## src/rtl/scr1_mmio_timer.sv

```systemverilog
// rtl/scr1_mmio_timer.sv - memory-mapped machine timer with prescaler, RTC source and compare interrupt
module scr1_mmio_timer #(
    parameter int DIV_W = 10
) (
    input  logic        clk,
    input  logic        rst,
    input  logic        rtc_clk,
    input  logic        dmem_req,
    input  logic        dmem_cmd,
    input  logic [1:0]  dmem_width,
    input  logic [31:0] dmem_addr,
    input  logic [31:0] dmem_wdata,
    output logic        dmem_req_ack,
    output logic [31:0] dmem_rdata,
    output logic [1:0]  dmem_resp,
    output logic        timer_irq,
    output logic [63:0] timer_val
);

    localparam logic [1:0] RESP_IDLE = 2'd0;
    localparam logic [1:0] RESP_RDY  = 2'd1;
    localparam logic [1:0] RESP_ER   = 2'd2;

    localparam logic [4:0] OFS_CTRL     = 5'h00;
    localparam logic [4:0] OFS_DIV      = 5'h04;
    localparam logic [4:0] OFS_MTIMELO  = 5'h08;
    localparam logic [4:0] OFS_MTIMEHI  = 5'h0C;
    localparam logic [4:0] OFS_MTCMPLO  = 5'h10;
    localparam logic [4:0] OFS_MTCMPHI  = 5'h14;

    logic [1:0]       ctrl_q, ctrl_d;
    logic [DIV_W-1:0] div_q, div_d;
    logic [DIV_W-1:0] presc_q, presc_d;
    logic [63:0]      mtime_q, mtime_d;
    logic [63:0]      mtimecmp_q, mtimecmp_d;
    logic             irq_q;
    logic [1:0]       resp_q, resp_d;
    logic             rd_q, rd_d;
    logic [2:0]       raddr_q, raddr_d;
    logic             rtc_s1_q, rtc_s2_q, rtc_s3_q;

    logic [4:0]  offset;
    logic        acc_err;
    logic        wr_en;
    logic        wr_ctrl, wr_div, wr_mlo, wr_mhi, wr_clo, wr_chi;
    logic        rtc_pulse;
    logic        src_pulse;
    logic        tick;
    logic [31:0] div_ext;
    logic [31:0] rd_mux;
    logic        unused_addr_hi;

    assign unused_addr_hi = ^dmem_addr[31:5];

    assign offset  = dmem_addr[4:0];
    assign acc_err = (dmem_width != 2'd2) || (dmem_addr[1:0] != 2'b00) || (offset > OFS_MTCMPHI);
    assign wr_en   = dmem_req && dmem_cmd && !acc_err;

    assign wr_ctrl = wr_en && (offset == OFS_CTRL);
    assign wr_div  = wr_en && (offset == OFS_DIV);
    assign wr_mlo  = wr_en && (offset == OFS_MTIMELO);
    assign wr_mhi  = wr_en && (offset == OFS_MTIMEHI);
    assign wr_clo  = wr_en && (offset == OFS_MTCMPLO);
    assign wr_chi  = wr_en && (offset == OFS_MTCMPHI);

    assign dmem_req_ack = dmem_req;

    // Third flop only remembers the previous synchronized level for edge detection.
    assign rtc_pulse = rtc_s2_q && !rtc_s3_q;
    assign src_pulse = ctrl_q[1] ? rtc_pulse : 1'b1;
    assign tick      = ctrl_q[0] && src_pulse && (presc_q == div_q);

    always_comb begin
        ctrl_d     = ctrl_q;
        div_d      = div_q;
        mtimecmp_d = mtimecmp_q;
        if (wr_ctrl) ctrl_d = dmem_wdata[1:0];
        if (wr_div)  div_d  = dmem_wdata[DIV_W-1:0];
        if (wr_clo)  mtimecmp_d = {mtimecmp_q[63:32], dmem_wdata};
        if (wr_chi)  mtimecmp_d = {dmem_wdata, mtimecmp_q[31:0]};
    end

    always_comb begin
        presc_d = presc_q;
        if (ctrl_q[0] && src_pulse) begin
            presc_d = tick ? '0 : presc_q + DIV_W'(1);
        end
        if (wr_ctrl || wr_div) begin
            presc_d = '0;
        end
    end

    // A CPU write to either mtime half wins over a coincident tick.
    always_comb begin
        mtime_d = mtime_q;
        if (tick)   mtime_d = mtime_q + 64'd1;
        if (wr_mlo) mtime_d = {mtime_q[63:32], dmem_wdata};
        if (wr_mhi) mtime_d = {dmem_wdata, mtime_q[31:0]};
    end

    always_comb begin
        resp_d  = RESP_IDLE;
        rd_d    = 1'b0;
        raddr_d = raddr_q;
        if (dmem_req) begin
            resp_d  = acc_err ? RESP_ER : RESP_RDY;
            rd_d    = !dmem_cmd && !acc_err;
            raddr_d = offset[4:2];
        end
    end

    always_comb begin
        div_ext = '0;
        div_ext[DIV_W-1:0] = div_q;
    end

    always_comb begin
        rd_mux = '0;
        case (raddr_q)
            3'd0:    rd_mux = {30'd0, ctrl_q};
            3'd1:    rd_mux = div_ext;
            3'd2:    rd_mux = mtime_q[31:0];
            3'd3:    rd_mux = mtime_q[63:32];
            3'd4:    rd_mux = mtimecmp_q[31:0];
            3'd5:    rd_mux = mtimecmp_q[63:32];
            default: rd_mux = '0;
        endcase
    end

    always_ff @(posedge clk) begin
        if (rst) begin
            rtc_s1_q <= 1'b0;
            rtc_s2_q <= 1'b0;
            rtc_s3_q <= 1'b0;
        end else begin
            rtc_s1_q <= rtc_clk;
            rtc_s2_q <= rtc_s1_q;
            rtc_s3_q <= rtc_s2_q;
        end
    end

    always_ff @(posedge clk) begin
        if (rst) begin
            ctrl_q     <= 2'b01;
            div_q      <= '0;
            presc_q    <= '0;
            mtime_q    <= '0;
            mtimecmp_q <= '1;
            irq_q      <= 1'b0;
            resp_q     <= RESP_IDLE;
            rd_q       <= 1'b0;
            raddr_q    <= '0;
        end else begin
            ctrl_q     <= ctrl_d;
            div_q      <= div_d;
            presc_q    <= presc_d;
            mtime_q    <= mtime_d;
            mtimecmp_q <= mtimecmp_d;
            irq_q      <= (mtime_q >= mtimecmp_q);
            resp_q     <= resp_d;
            rd_q       <= rd_d;
            raddr_q    <= raddr_d;
        end
    end

    assign dmem_resp  = resp_q;
    assign dmem_rdata = (rd_q && (resp_q == RESP_RDY)) ? rd_mux : 32'd0;
    assign timer_irq  = irq_q;
    assign timer_val  = mtime_q;

endmodule
```

## config.mk

```make
export PLATFORM = sky130hd
export DESIGN_NAME = scr1_mmio_timer
export DESIGN_NICKNAME = d
export VERILOG_FILES = /design/src/rtl/scr1_mmio_timer.sv
export SDC_FILE = /design/constraint.sdc
export NUM_CORES = 1
export LEC_CHECK = 0
export BUFFER_PORTS_ARGS = -buffer_cell sky130_fd_sc_hd__buf_2
export CORE_ASPECT_RATIO = 1.2
export CORE_MARGIN = 8
export CORE_UTILIZATION = 25
export CTS_CLUSTER_DIAMETER = 80
export DETAILED_ROUTE_END_ITERATION = 6
export GPL_TIMING_DRIVEN = 0
export PLACE_DENSITY = 0.4
export SYNTH_ARGS = -nofsm -noshare
export SYNTH_HDL_FRONTEND = slang
export SYNTH_SLANG_ARGS = --single-unit
```

## constraint.sdc

```tcl
create_clock -name clk -period 3.15 [get_ports clk]
set_input_delay 0.63 -clock clk [delete_from_list [all_inputs] [get_ports clk]]
set_output_delay 0.63 -clock clk [all_outputs]
set_load 0.1 [all_outputs]
```

==> summary by stage, run 1 <==
Outcome
The run finished with clean final reports.

Run
The tool flagged a number of max-cap violations equal to 0.

Final layout
In the layout the commonest cells are sky130_fd_sc_hd__dfxtp_1, sky130_fd_sc_hd__buf_2, sky130_fd_sc_hd__nor2_1, sky130_fd_sc_hd__nand2_1, sky130_fd_sc_hd__inv_1. The number of filler instances in the final layout is 4,469. The share of final-layout standard cells stronger than drive strength 1 is 17.9%. The final net count is 1,577. The signed area change from the synthesized netlist to the final layout is 23.5%. Once layout is done, the placed cells without fillers occupy 12,600 µm².

The most frequent standard cell in the layout excluding fill and tap cells is sky130_fd_sc_hd__dfxtp_1. The diode insertion count for antenna repair is 0.

Timing
The clock period minus worst slack is 3110 ps. The actual transition at the worst max-transition pin is 1120 ps. Setup repair after global routing left no endpoint under its margin.

The headroom to the max-slew limit is 24.3%. The worst hold slack is 371 ps. Dividing the final minimum period by the clock period gives 98.8%. Clock skew on the completed layout was measured at 11.5 ps. The worst path meets setup with 39.0 ps of slack.

The setup total negative slack is 0 ps. For this run, the top clock speed supported by timing is 321 MHz. The count of endpoints failing hold in the final timing report is 0.

The final-report max-slew violation count is 0. The total setup violations reported at the end of the flow is 0.

Synth
The post-synthesis xor/xnor area fraction is 4.21%. The count of distinct cell types in the synthesized netlist is 59. Synthesis produced a netlist with a net count of 1,411. The compound-cell area share of the yosys netlist is 20.7%. After synthesis, the share of cell area in mux cells is 6.62%.

The share of flip-flops with an asynchronous set or reset after synthesis is 0%. The sequential fraction of the synthesis area is 31.4%. Synthesis inferred 160 register bits. Summed over its instances, the top area cell type makes up 31.4% of the synthesized netlist area. The number of cells produced by synthesis is 1,274.

The post-synthesis adder-cell area fraction is 8.10%. Summing the areas of all and, or, nand and nor instances in the mapped netlist gives 23.2% of the synthesized area. Yosys printed 0 warnings. The synthesized area per cell is 8.00 µm².

The number of flops mapped to enable cells by yosys is 0. The dominant synthesized flop cell is sky130_fd_sc_hd__dfxtp_1. The mapped netlist covers 10,200 µm². The library cell with the largest summed area after synthesis is sky130_fd_sc_hd__dfxtp_1. By area the synthesized netlist is led by sky130_fd_sc_hd__dfxtp_1, sky130_fd_sc_hd__ha_1, sky130_fd_sc_hd__mux2i_1. The largest family of logic cells by synthesized area is simple AND/OR/NAND/NOR gates.

Global route
Entering global routing, the biggest net connects 17 pins. The number of global-route vias before repair is 10,600. The overall fraction of global-route tracks in use is 19.9%. The initial antenna violation count was 1.

The first-pass GRT wire length is 71,100 µm. For this run the aggregate overflow at the end of global routing stands at 0.

Power
In this run the static leakage power is 5.34 nW. The total power is 0.00498 W. Internal power comes to 0.00371 W. The share of total power dissipated in the clock network is 50.6%.

In this run the power spent charging and discharging nets is 0.00126 W. The maximum ir drop on the vdd rail is 0.439 mV. Of the total power, the share spent switching nets is 25.4%.

Combinational logic burns 8.0% of the power. Sequential cells burn 41.4% of the power. In this run the power density over the cells is 395 nW/µm².

Place
The instance area after placement is 11,700 µm². The worst setup slack before clock tree synthesis is -836 ps. Routability-driven placement finished with a final weighted congestion of 0.858. The count of input and output buffers is 141. The post-DP HPWL is 36,900 µm.

Floorplan
The die is 237 µm tall. In this run the standard cell core region covers 40,500 µm². For this configuration, the core starts out at a cell density of 25.1%. The die footprint is 47,500 µm².

Pin placement for this block handled 171 I/O pins. In this run the core area contains 81 standard-cell rows. Measured along the x axis, the die boundary spans 200 µm.

Routing
The via density per instance is 5.28. The routed length per instance is 24.3 µm. Summed over all layers, the routed wires come to 48,300 µm. The remaining antenna violation count is 0. The number of detailed-route iterations in the first pass is 5.

The residual DRC count is 0. The number of DRC violations after detailed-routing iteration 0 is 713. The detailed-route via count is 10,500.

Setup path
STA classifies the critical path startpoint as a register. The critical path is of the register to register type. The worst setup path is captured at a register. STA puts the critical path data arrival time at 3490 ps. Of all nets on the critical path, the largest fanout is 4. The critical path data required time is 3530 ps. The number of cells on the worst reg-to-reg path is 6.

Clock network
The number of H-tree levels is 4. The root buffer selected by CTS is sky130_fd_sc_hd__clkbuf_16. The clock drives 160 sinks. The later-pin clock latency in the skew report is 460 ps. In this run the deepest clock path goes through 2 buffers. TritonCTS built the clock tree. The number of buffers created by CTS is 17.

The hold buffer count at cts is 0. After clock tree synthesis, the clock-pin slew on the worst setup and hold paths is 70 ps.

Min path
The worst hold path passes through 2 cells. The tightest min-delay check is of the input pin to register type.
[layer usage]
layer	GRT usage, %	up-vias	routed length, µm
li1	-	5011	-
met1	25.3	5169	21700
met2	34.1	278	23400
met3	2.63	53	2070
met4	6.94	2	1180
met5	0	-	13
[through the flow]
stage,cells,util (%)
2_1_floorplan,1274,-
4_1_cts,1990,30.9
5_1_grt,1992,31.0
6_report,1992,31.0
3_5_place_dp,1954,28.9
3_3_place_gp,1954,28.9
[power groups by stage]
stage	clock [W]	combinational, W	sequential, W
after floorplan	0	0.000180	0.00214
after global routing	0.00262	0.000418	0.00206
after global placement	0	0.000399	0.00210
after CTS	0.00255	0.000396	0.00206
final	0.00252	0.000397	0.00206
after detailed placement	0	0.000400	0.00210
[critical path, cell delays in order, from the launching register on]
cell and delay, ps:
sky130_fd_sc_hd__dfxtp_1 440, sky130_fd_sc_hd__xor2_1 150, sky130_fd_sc_hd__or4_1 700, sky130_fd_sc_hd__nor4_2 810
sky130_fd_sc_hd__nand4_1 360, sky130_fd_sc_hd__or3_1 400, sky130_fd_sc_hd__a31oi_1 160
[layout make-up]
class                      count  area, µm²  area share [%]
buffer                        76        338            2.68
clock buffer                  23        488            3.88
clock inverter                 9        201            1.60
inverter                      73        274            2.18
multi-input combinational    962       6590            52.3
sequential                   160       3210            25.5
tap                          539        674            5.36
timing repair buffer         150        818            6.50
[state kept, by name, summed over array words and instances, names as in the netlist]
signal      flops
mtimecmp_q     64
timer_val      64
div_q          10
presc_q        10
raddr_q         3
ctrl_q          2
dmem_resp       2
rd_q            1
rtc_s1_q        1
rtc_s2_q        1
rtc_s3_q        1
timer_irq       1
[kinds of logic after synthesis]
kind of cell	after synthesis
AO/OA/AOI/OAI	300
XOR/XNOR	49
adder cells (fa/ha/maj)	66
buffers and inverters	152
flip-flops	160
multiplexers	67
AND/OR/NAND/NOR	480
[Yosys cell counts (6+ instances only)]
cell                         n
sky130_fd_sc_hd__a211o_1    32
sky130_fd_sc_hd__a211oi_1   45
sky130_fd_sc_hd__a21o_1     16
sky130_fd_sc_hd__a21oi_1    55
sky130_fd_sc_hd__a221oi_1   12
sky130_fd_sc_hd__a31oi_1    31
sky130_fd_sc_hd__and2_1      8
sky130_fd_sc_hd__and3_1     15
sky130_fd_sc_hd__and4_1     11
sky130_fd_sc_hd__buf_1       8
sky130_fd_sc_hd__clkbuf_1   65
sky130_fd_sc_hd__dfxtp_1   160
sky130_fd_sc_hd__ha_1       66
sky130_fd_sc_hd__inv_1      71
sky130_fd_sc_hd__mux2i_1    64
sky130_fd_sc_hd__nand2_1   111
sky130_fd_sc_hd__nand3_1    52
sky130_fd_sc_hd__nand4_1    44
sky130_fd_sc_hd__nor2_1    145
sky130_fd_sc_hd__nor2b_1     7
sky130_fd_sc_hd__nor3_1     28
sky130_fd_sc_hd__nor4_1     18
sky130_fd_sc_hd__o211ai_1   39
sky130_fd_sc_hd__o21ai_0    26
sky130_fd_sc_hd__o22a_1     23
sky130_fd_sc_hd__or3_1      11
sky130_fd_sc_hd__or4_1       6
sky130_fd_sc_hd__xnor2_1    21
sky130_fd_sc_hd__xor2_1     28
[worst paths after layout]
path / start / endpoint / slack [ps]
setup reg to reg: div_q[8]$_SDFFE_PP0P_ / timer_val[48]$_SDFFE_PP0P_ / 40
setup / recovery: div_q[8]$_SDFFE_PP0P_ / timer_val[48]$_SDFFE_PP0P_ / 40
hold / removal: dmem_cmd / rd_q$_SDFF_PP0_ / 370
hold reg to reg: rtc_s1_q$_SDFF_PP0_ / rtc_s2_q$_SDFF_PP0_ / 440
[repair_timing]
item                                    in CTS  in global routing
setup buffers                                7                  2
pin swaps                                    3                  1
gates resized for setup                     43                 16
endpoints found under the setup margin      61                 79
(Power assumes the default switching activity.)
==> run 2, diff against run 1 <==
--- a/config.mk
+++ b/config.mk
@@ -6,13 +6,15 @@
 export NUM_CORES = 1
 export LEC_CHECK = 0
 export BUFFER_PORTS_ARGS = -buffer_cell sky130_fd_sc_hd__buf_2
+export CELL_PAD_IN_SITES_DETAIL_PLACEMENT = 1
+export CELL_PAD_IN_SITES_GLOBAL_PLACEMENT = 2
 export CORE_ASPECT_RATIO = 1.2
 export CORE_MARGIN = 8
 export CORE_UTILIZATION = 25
 export CTS_CLUSTER_DIAMETER = 80
 export DETAILED_ROUTE_END_ITERATION = 6
 export GPL_TIMING_DRIVEN = 0
-export PLACE_DENSITY = 0.4
+export PLACE_DENSITY = 0.61
 export SYNTH_ARGS = -nofsm -noshare
 export SYNTH_HDL_FRONTEND = slang
 export SYNTH_SLANG_ARGS = --single-unit
==> summary by stage, run 2 (same netlist as run 1, synthesis figures left out) <==
Global route
For met2 alone, demand over resource in global routing was 37.3%. The initial antenna violation count is 0. The overall fraction of global-route tracks in use is 21.4%. The total congestion overflow after global routing is 0. The first-pass GRT wire length is 76,300 µm. Entering global routing, the biggest net connects 17 pins. Global routing consumed, on the met1 layer, 25.6% of the routing resources. The number of global-route vias before repair is 11,400.

The global routing met3 resource utilization is 3.04%. The global routing's busiest layer is met2.

Floorplan
The floorplan step set the die height to 237 µm. The top-level port count is 171. Once the floorplan was initialized, standard cells occupied 25.1% of the core. The area of the core is 40,500 µm².

The die footprint is 47,500 µm². After floorplanning, the core was divided into 81 placement rows. From left edge to right edge, the die measures 200 µm.

Setup path
The number of cells on the worst reg-to-reg path is 7. The path type of the worst setup path is register to output pin. The reg2reg setup slack is 180 ps. In this design, the stage delay of the slowest critical-path cell is 520 ps. At the worst endpoint, the arrival time is 2430 ps.

The largest fanout on the critical path is 10. The cell class contributing the biggest share of worst-path delay is buffers and inverters. The buffering stage count on the worst path with inverters included is 4.

The critical register-to-register path endpoint is timer_val[51]$_SDFFE_PP0P_. Among the stages of the critical path, the cell type that occurs most often is sky130_fd_sc_hd__clkbuf_2. Walking the worst path, the cells encountered are clkbuf_8 -> clkbuf_2 -> clkbuf_2 -> a211oi_2 -> buf_4.

STA classifies the critical path startpoint as a register. The startpoint of the most critical register-to-register path is timer_val[3]$_SDFFE_PP0P_. The critical path data required time is 2520 ps. On the critical path, the stage with the largest delay is an instance of sky130_fd_sc_hd__dfxtp_1. The endpoint kind of the worst setup timing path is an output pin.

Power
The design draws 0.00470 W. The maximum ir drop on the vdd rail is 0.392 mV. In this run the static leakage power is 5.30 nW. The areal power density over the cells is 375 nW/µm².

Clock network
In this run, post-CTS hold repair placed 0 buffers. The number of buffers created by CTS is 17. The tree is rooted in a sky130_fd_sc_hd__clkbuf_16. No sink is reached through more buffers than the 2 on the longest clock path.

TritonCTS built the clock tree. The clock reaches the later pin of the worst-skew pair after 470 ps. The CTS sink count is 160. Clock-pin slew was measured on the worst setup and hold paths at 60 ps. The H-tree generated during clock tree synthesis spans 4 levels.

Timing
The final-report max-slew violation count is 0. Headroom to the max-slew limit came out at 27.1%. The total setup violations reported at the end of the flow is 0. For the finished layout, the period the worst path requires is 3060 ps. The final cycle utilization of the critical path is 97.1%. For the pin with the worst max-slew slack, the measured transition is 1080 ps. Setup repair after global routing could not meet its margin everywhere. After layout, the worst setup slack is 92.3 ps. Static timing analysis puts the maximum clock frequency at 327 MHz. The count of endpoints failing hold in the final timing report is 0. The worst setup skew after layout is 16.7 ps.

Place
The count of input and output buffers is 141. The post-DP HPWL is 39,400 µm. The congestion estimate from routability-driven global placement came to 0.866. The worst setup slack before clock tree synthesis is -784 ps.

Routing
The first TritonRoute pass finished after 4 iterations. After detailed routing, the number of vias per cell comes to 5.33. The routed length per instance is 25.8 µm. The residual DRC count is 0. The detailed-route via count is 10,600.

In this run the remaining antenna-violating nets after routing total 0. The number of DRC violations after detailed-routing iteration 0 is 480. The total wire length is 51,300 µm.

Outcome
The run finished with clean final reports.

Final layout
The most frequent standard cell in the layout excluding fill and tap cells is sky130_fd_sc_hd__dfxtp_1. In the layout the commonest cells are sky130_fd_sc_hd__dfxtp_1, sky130_fd_sc_hd__buf_2, sky130_fd_sc_hd__nor2_1, sky130_fd_sc_hd__nand2_1, sky130_fd_sc_hd__inv_1. The share of final-layout standard cells stronger than drive strength 1 is 17.8%. From synthesis to final layout, the design area changed by 23.1%. The diode insertion count for antenna repair is 0. The net count of the finished layout is 1,576.

Min path
The path with the worst hold slack has its endpoint at rd_q$_SDFF_PP0_. The launch point of the worst hold path is dmem_cmd. The path class of the tightest hold or removal check is input pin to register. The worst hold path passes through 2 cells.

Run
The number of max-cap violations is 0.
-- run 2: changes by cell type in the layout (fill, tap and decap cells not counted), moves of 2 or more --
cell	delta
sky130_fd_sc_hd__buf_2	-6
sky130_fd_sc_hd__clkinv_2	+4
sky130_fd_sc_hd__bufinv_16	-3
sky130_fd_sc_hd__buf_12	+2
sky130_fd_sc_hd__buf_4	+2
sky130_fd_sc_hd__buf_6	+2
sky130_fd_sc_hd__clkbuf_8	-2
sky130_fd_sc_hd__clkinvlp_4	+2
-- run 2: where the power goes --
part	switching, W	total (W)	internal [W]	leakage (nW)
Clock	0.000959	0.00224	0.00128	0.289
Sequential	0.0000256	0.00206	0.00203	1.29
Combinational	0.000294	0.000400	0.000106	3.72
Total	0.00128	0.00470	0.00342	5.30
-- run 2: timing repair --
action / CTS / global route
pin swaps: 3 / 0
setup buffers: 8 / 0
endpoints found under the setup margin: 75 / 28
gates resized for setup: 56 / 13
-- run 2: metrics by stage --
step / cells / TNS [ps] / utilization (%) / area, µm² / hold slack (ps)
2_1_floorplan: 1274 / -2220 / - / 10300 / 414
3_3_place_gp: 1954 / -56050 / 28.9 / 11700 / 439
3_5_place_dp: 1954 / -55260 / 28.9 / 11700 / 453
4_1_cts: 1991 / 0 / 30.9 / 12500 / 341
5_1_grt: 1991 / -10.2 / 30.9 / 12500 / 362
6_report: 1991 / 0 / 30.9 / 12500 / 360
-- run 2: metal layers --
metal  part of all wire (%)  wire, µm
met5                      0         0
met4                    4.3      2200
met1                     44     22400
met2                     49     25200
met3                    3.0      1520
-- run 2: layout make-up --
cell class	count	area, µm²
fillers	4952	28000
multi-input cells	962	6590
flip-flops and latches	160	3210
repair buffers	149	863
well taps	539	674
clock buffers	21	460
plain buffers	76	339
inverters	73	274
clock inverters	11	138
-- run 2: worst max path at each step --
stage,from,cells after the start,to,slack [ps]
finish,raddr_q[0]$_SDFFE_PP0P_,5,dmem_rdata[9],90
detailed placement,raddr_q[0]$_SDFFE_PP0P_,6,dmem_rdata[2],-780
global route,timer_val[22]$_SDFFE_PP0P_,8,timer_val[37]$_SDFFE_PP0P_,-10
global placement,raddr_q[0]$_SDFFE_PP0P_,6,dmem_rdata[2],-770
floorplan,raddr_q[0]$_SDFFE_PP0P_,6,dmem_rdata[1],-360
CTS,raddr_q[2]$_SDFFE_PP0P_,6,dmem_rdata[5],3
==> run 3, diff against run 2 <==
--- a/config.mk
+++ b/config.mk
@@ -15,6 +15,7 @@
 export DETAILED_ROUTE_END_ITERATION = 6
 export GPL_TIMING_DRIVEN = 0
 export PLACE_DENSITY = 0.61
+export RECOVER_POWER = 100
 export SYNTH_ARGS = -nofsm -noshare
 export SYNTH_HDL_FRONTEND = slang
 export SYNTH_SLANG_ARGS = --single-unit
==> summary by stage, run 3 (same netlist as run 1, synthesis figures left out) <==
Setup path
The type of origin of the critical path is a register. The critical path goes through clkbuf_8 -> clkbuf_2 -> clkbuf_2 -> a211oi_2 -> buf_4. The worst register-to-register path has a setup slack of 160 ps. The most prevalent standard cell on the critical path is sky130_fd_sc_hd__clkbuf_2. The largest fanout on the critical path is 10. The critical path's slowest cell is sky130_fd_sc_hd__dfxtp_1.

The critical path data required time is 2520 ps. At the worst endpoint, the arrival time is 2420 ps. The endpoint kind of the worst setup timing path is an output pin. The buffering stage count on the worst path with inverters included is 4. On the worst path, the slowest cell contributes a delay of 510 ps. Broken down by cell family, the worst path's largest delay share belongs to buffers and inverters. The critical path is of the register to output pin type.

Clock network
The later-pin clock latency in the skew report is 470 ps. For this design, the CTS-stage hold fixing added 0 buffers. TritonCTS built the clock tree. The CTS sink count is 160. Counting along the longest clock path gives a buffer depth of 2.

After clock tree synthesis, the clock-pin slew on the worst setup and hold paths is 60 ps. The number of buffers created by CTS is 17. The root buffer selected by CTS is sky130_fd_sc_hd__clkbuf_16. The number of H-tree levels is 4.

Routing
The number of detailed-route iterations in the first pass is 5. The residual DRC count is 0. The final layout contains routed wiring with a total length of 51,300 µm.

Using the TritonRoute via totals, the vias-per-cell ratio works out to 5.32. In this run, the number of DRC markers left after iteration 0 of detailed routing was 472. After detailed routing, the average wire length per cell comes to 25.8 µm.

The remaining antenna violation count is 0. Summing over every cut layer, the via total after detailed routing is 10,600.

Final layout
The top cell types in the final layout, fill and taps aside, are sky130_fd_sc_hd__dfxtp_1, sky130_fd_sc_hd__nor2_1, sky130_fd_sc_hd__clkbuf_1, sky130_fd_sc_hd__nand2_1, sky130_fd_sc_hd__inv_1. The most frequent standard cell in the layout excluding fill and tap cells is sky130_fd_sc_hd__dfxtp_1. The diode insertion count for antenna repair is 0. The fraction of the core area covered by cells at the end of the flow is 30.7%. The final net count is 1,576. From synthesis to final layout, the design area changed by 22.3%. The share of final-layout standard cells stronger than drive strength 1 is 13.2%.

Floorplan
In this run the count of I/O pins placed on the die edge is 171. The area of the core is 40,500 µm². Once the floorplan was initialized, standard cells occupied 25.1% of the core. The die footprint is 47,500 µm². Measured along the x axis, the die boundary spans 200 µm. The die boundary height is 237 µm. In this run the core area contains 81 standard-cell rows.

Timing
The setup total negative slack is 0 ps. Setup repair after global routing could not meet its margin everywhere. For this run, the top clock speed supported by timing is 328 MHz. The final cycle utilization of the critical path is 96.8%. Hold is met by 360 ps. At the pin with the least slew margin, the transition time is 1270 ps.

The count of endpoints failing hold in the final timing report is 0. In the post-route analysis, the smallest setup slack over all paths is 99.3 ps. The worst setup skew after layout is 17.9 ps. The clock period minus worst slack is 3050 ps. The final-report max-slew violation count came to 0. The headroom to the max-slew limit is 16.0%. The total setup violations reported at the end of the flow is 0.

Place
The worst setup slack before clock tree synthesis is -784 ps. The post-DP HPWL is 39,400 µm. The congestion estimate from routability-driven global placement came to 0.866. The count of input and output buffers is 141.

Min path
The type of the tightest min-delay check is input pin to register.

Global route
The pin count of the biggest net entering global routing is 17. The first-pass GRT wire length is 76,300 µm. The number of global-route vias before repair is 11,400.

The overall fraction of global-route tracks in use is 21.4%. The total overflow left after global routing is 0. The initial antenna violation count is 0.

Power
The static leakage is 5.01 nW. IR analysis of the VDD net gives a maximum drop of 0.391 mV. In this run the power density over the cells is 377 nW/µm².

Outcome
The flow ran to the end, and the final reports show no timing, DRC or antenna violations.

Run
The number of max-cap violations is 0.
run 3: path summary, 6_finish.rpt:
path,endpoint,depth (start not counted),startpoint
setup reg to reg,timer_val[29]$_SDFFE_PP0P_,8,timer_val[2]$_SDFFE_PP0P_
hold / removal,rd_q$_SDFF_PP0_,2,dmem_cmd
setup / recovery,dmem_rdata[9],5,raddr_q[0]$_SDFFE_PP0P_
hold reg to reg,rtc_s2_q$_SDFF_PP0_,1,rtc_s1_q$_SDFF_PP0_
run 3: worst register-to-register path, cell delays in order (launching register included):
cell	delay, ps
sky130_fd_sc_hd__dfxtp_1	530
sky130_fd_sc_hd__and4_1	240
sky130_fd_sc_hd__clkbuf_1	280
sky130_fd_sc_hd__nand4_1	310
sky130_fd_sc_hd__clkbuf_1	440
sky130_fd_sc_hd__nor2_1	500
sky130_fd_sc_hd__nand4_1	190
sky130_fd_sc_hd__xor2_1	170
sky130_fd_sc_hd__a211oi_1	220
run 3: metrics by stage:
stage                     total power [W]  std cells  instance area (µm²)
after floorplan                   0.00232       1274                10300
after global placement            0.00250       1954                11700
after detailed placement          0.00250       1954                11700
after CTS                         0.00475       1991                12500
after global routing              0.00484       1991                12500
final                             0.00470       1991                12500
run 3: power by group:
part	internal, W	leakage, nW	switching [W]
combinational	0.000104	3.43	0.000294
clock	0.00128	0.289	0.000963
sequential	0.00203	1.29	0.0000259
total	0.00342	5.01	0.00128
run 3: what timing repair did:
action	in CTS	in global routing
endpoints found under the hold margin	0	0
setup buffers	8	0
gates resized for setup	56	13
pin swaps	3	0
setup endpoints to repair	75	28
run 3: area by class of cell:
cell class | instances | area, µm²
buffer | 76 | 339
clock buffer | 21 | 460
clock inverter | 11 | 138
fill | 4960 | 28100
inverter | 73 | 274
multi-input combinational | 962 | 6590
sequential | 160 | 3210
tap | 539 | 674
timing repair buffer | 149 | 781
run 3: layer usage:
metal  track usage (%)  up-vias  routed length, µm
met5                 0        -                  0
met1              25.6     5283              22400
met3              3.04       89               1510
met4              10.2        0               2170
li1                  -     4996                  -
met2              37.3      227              25200
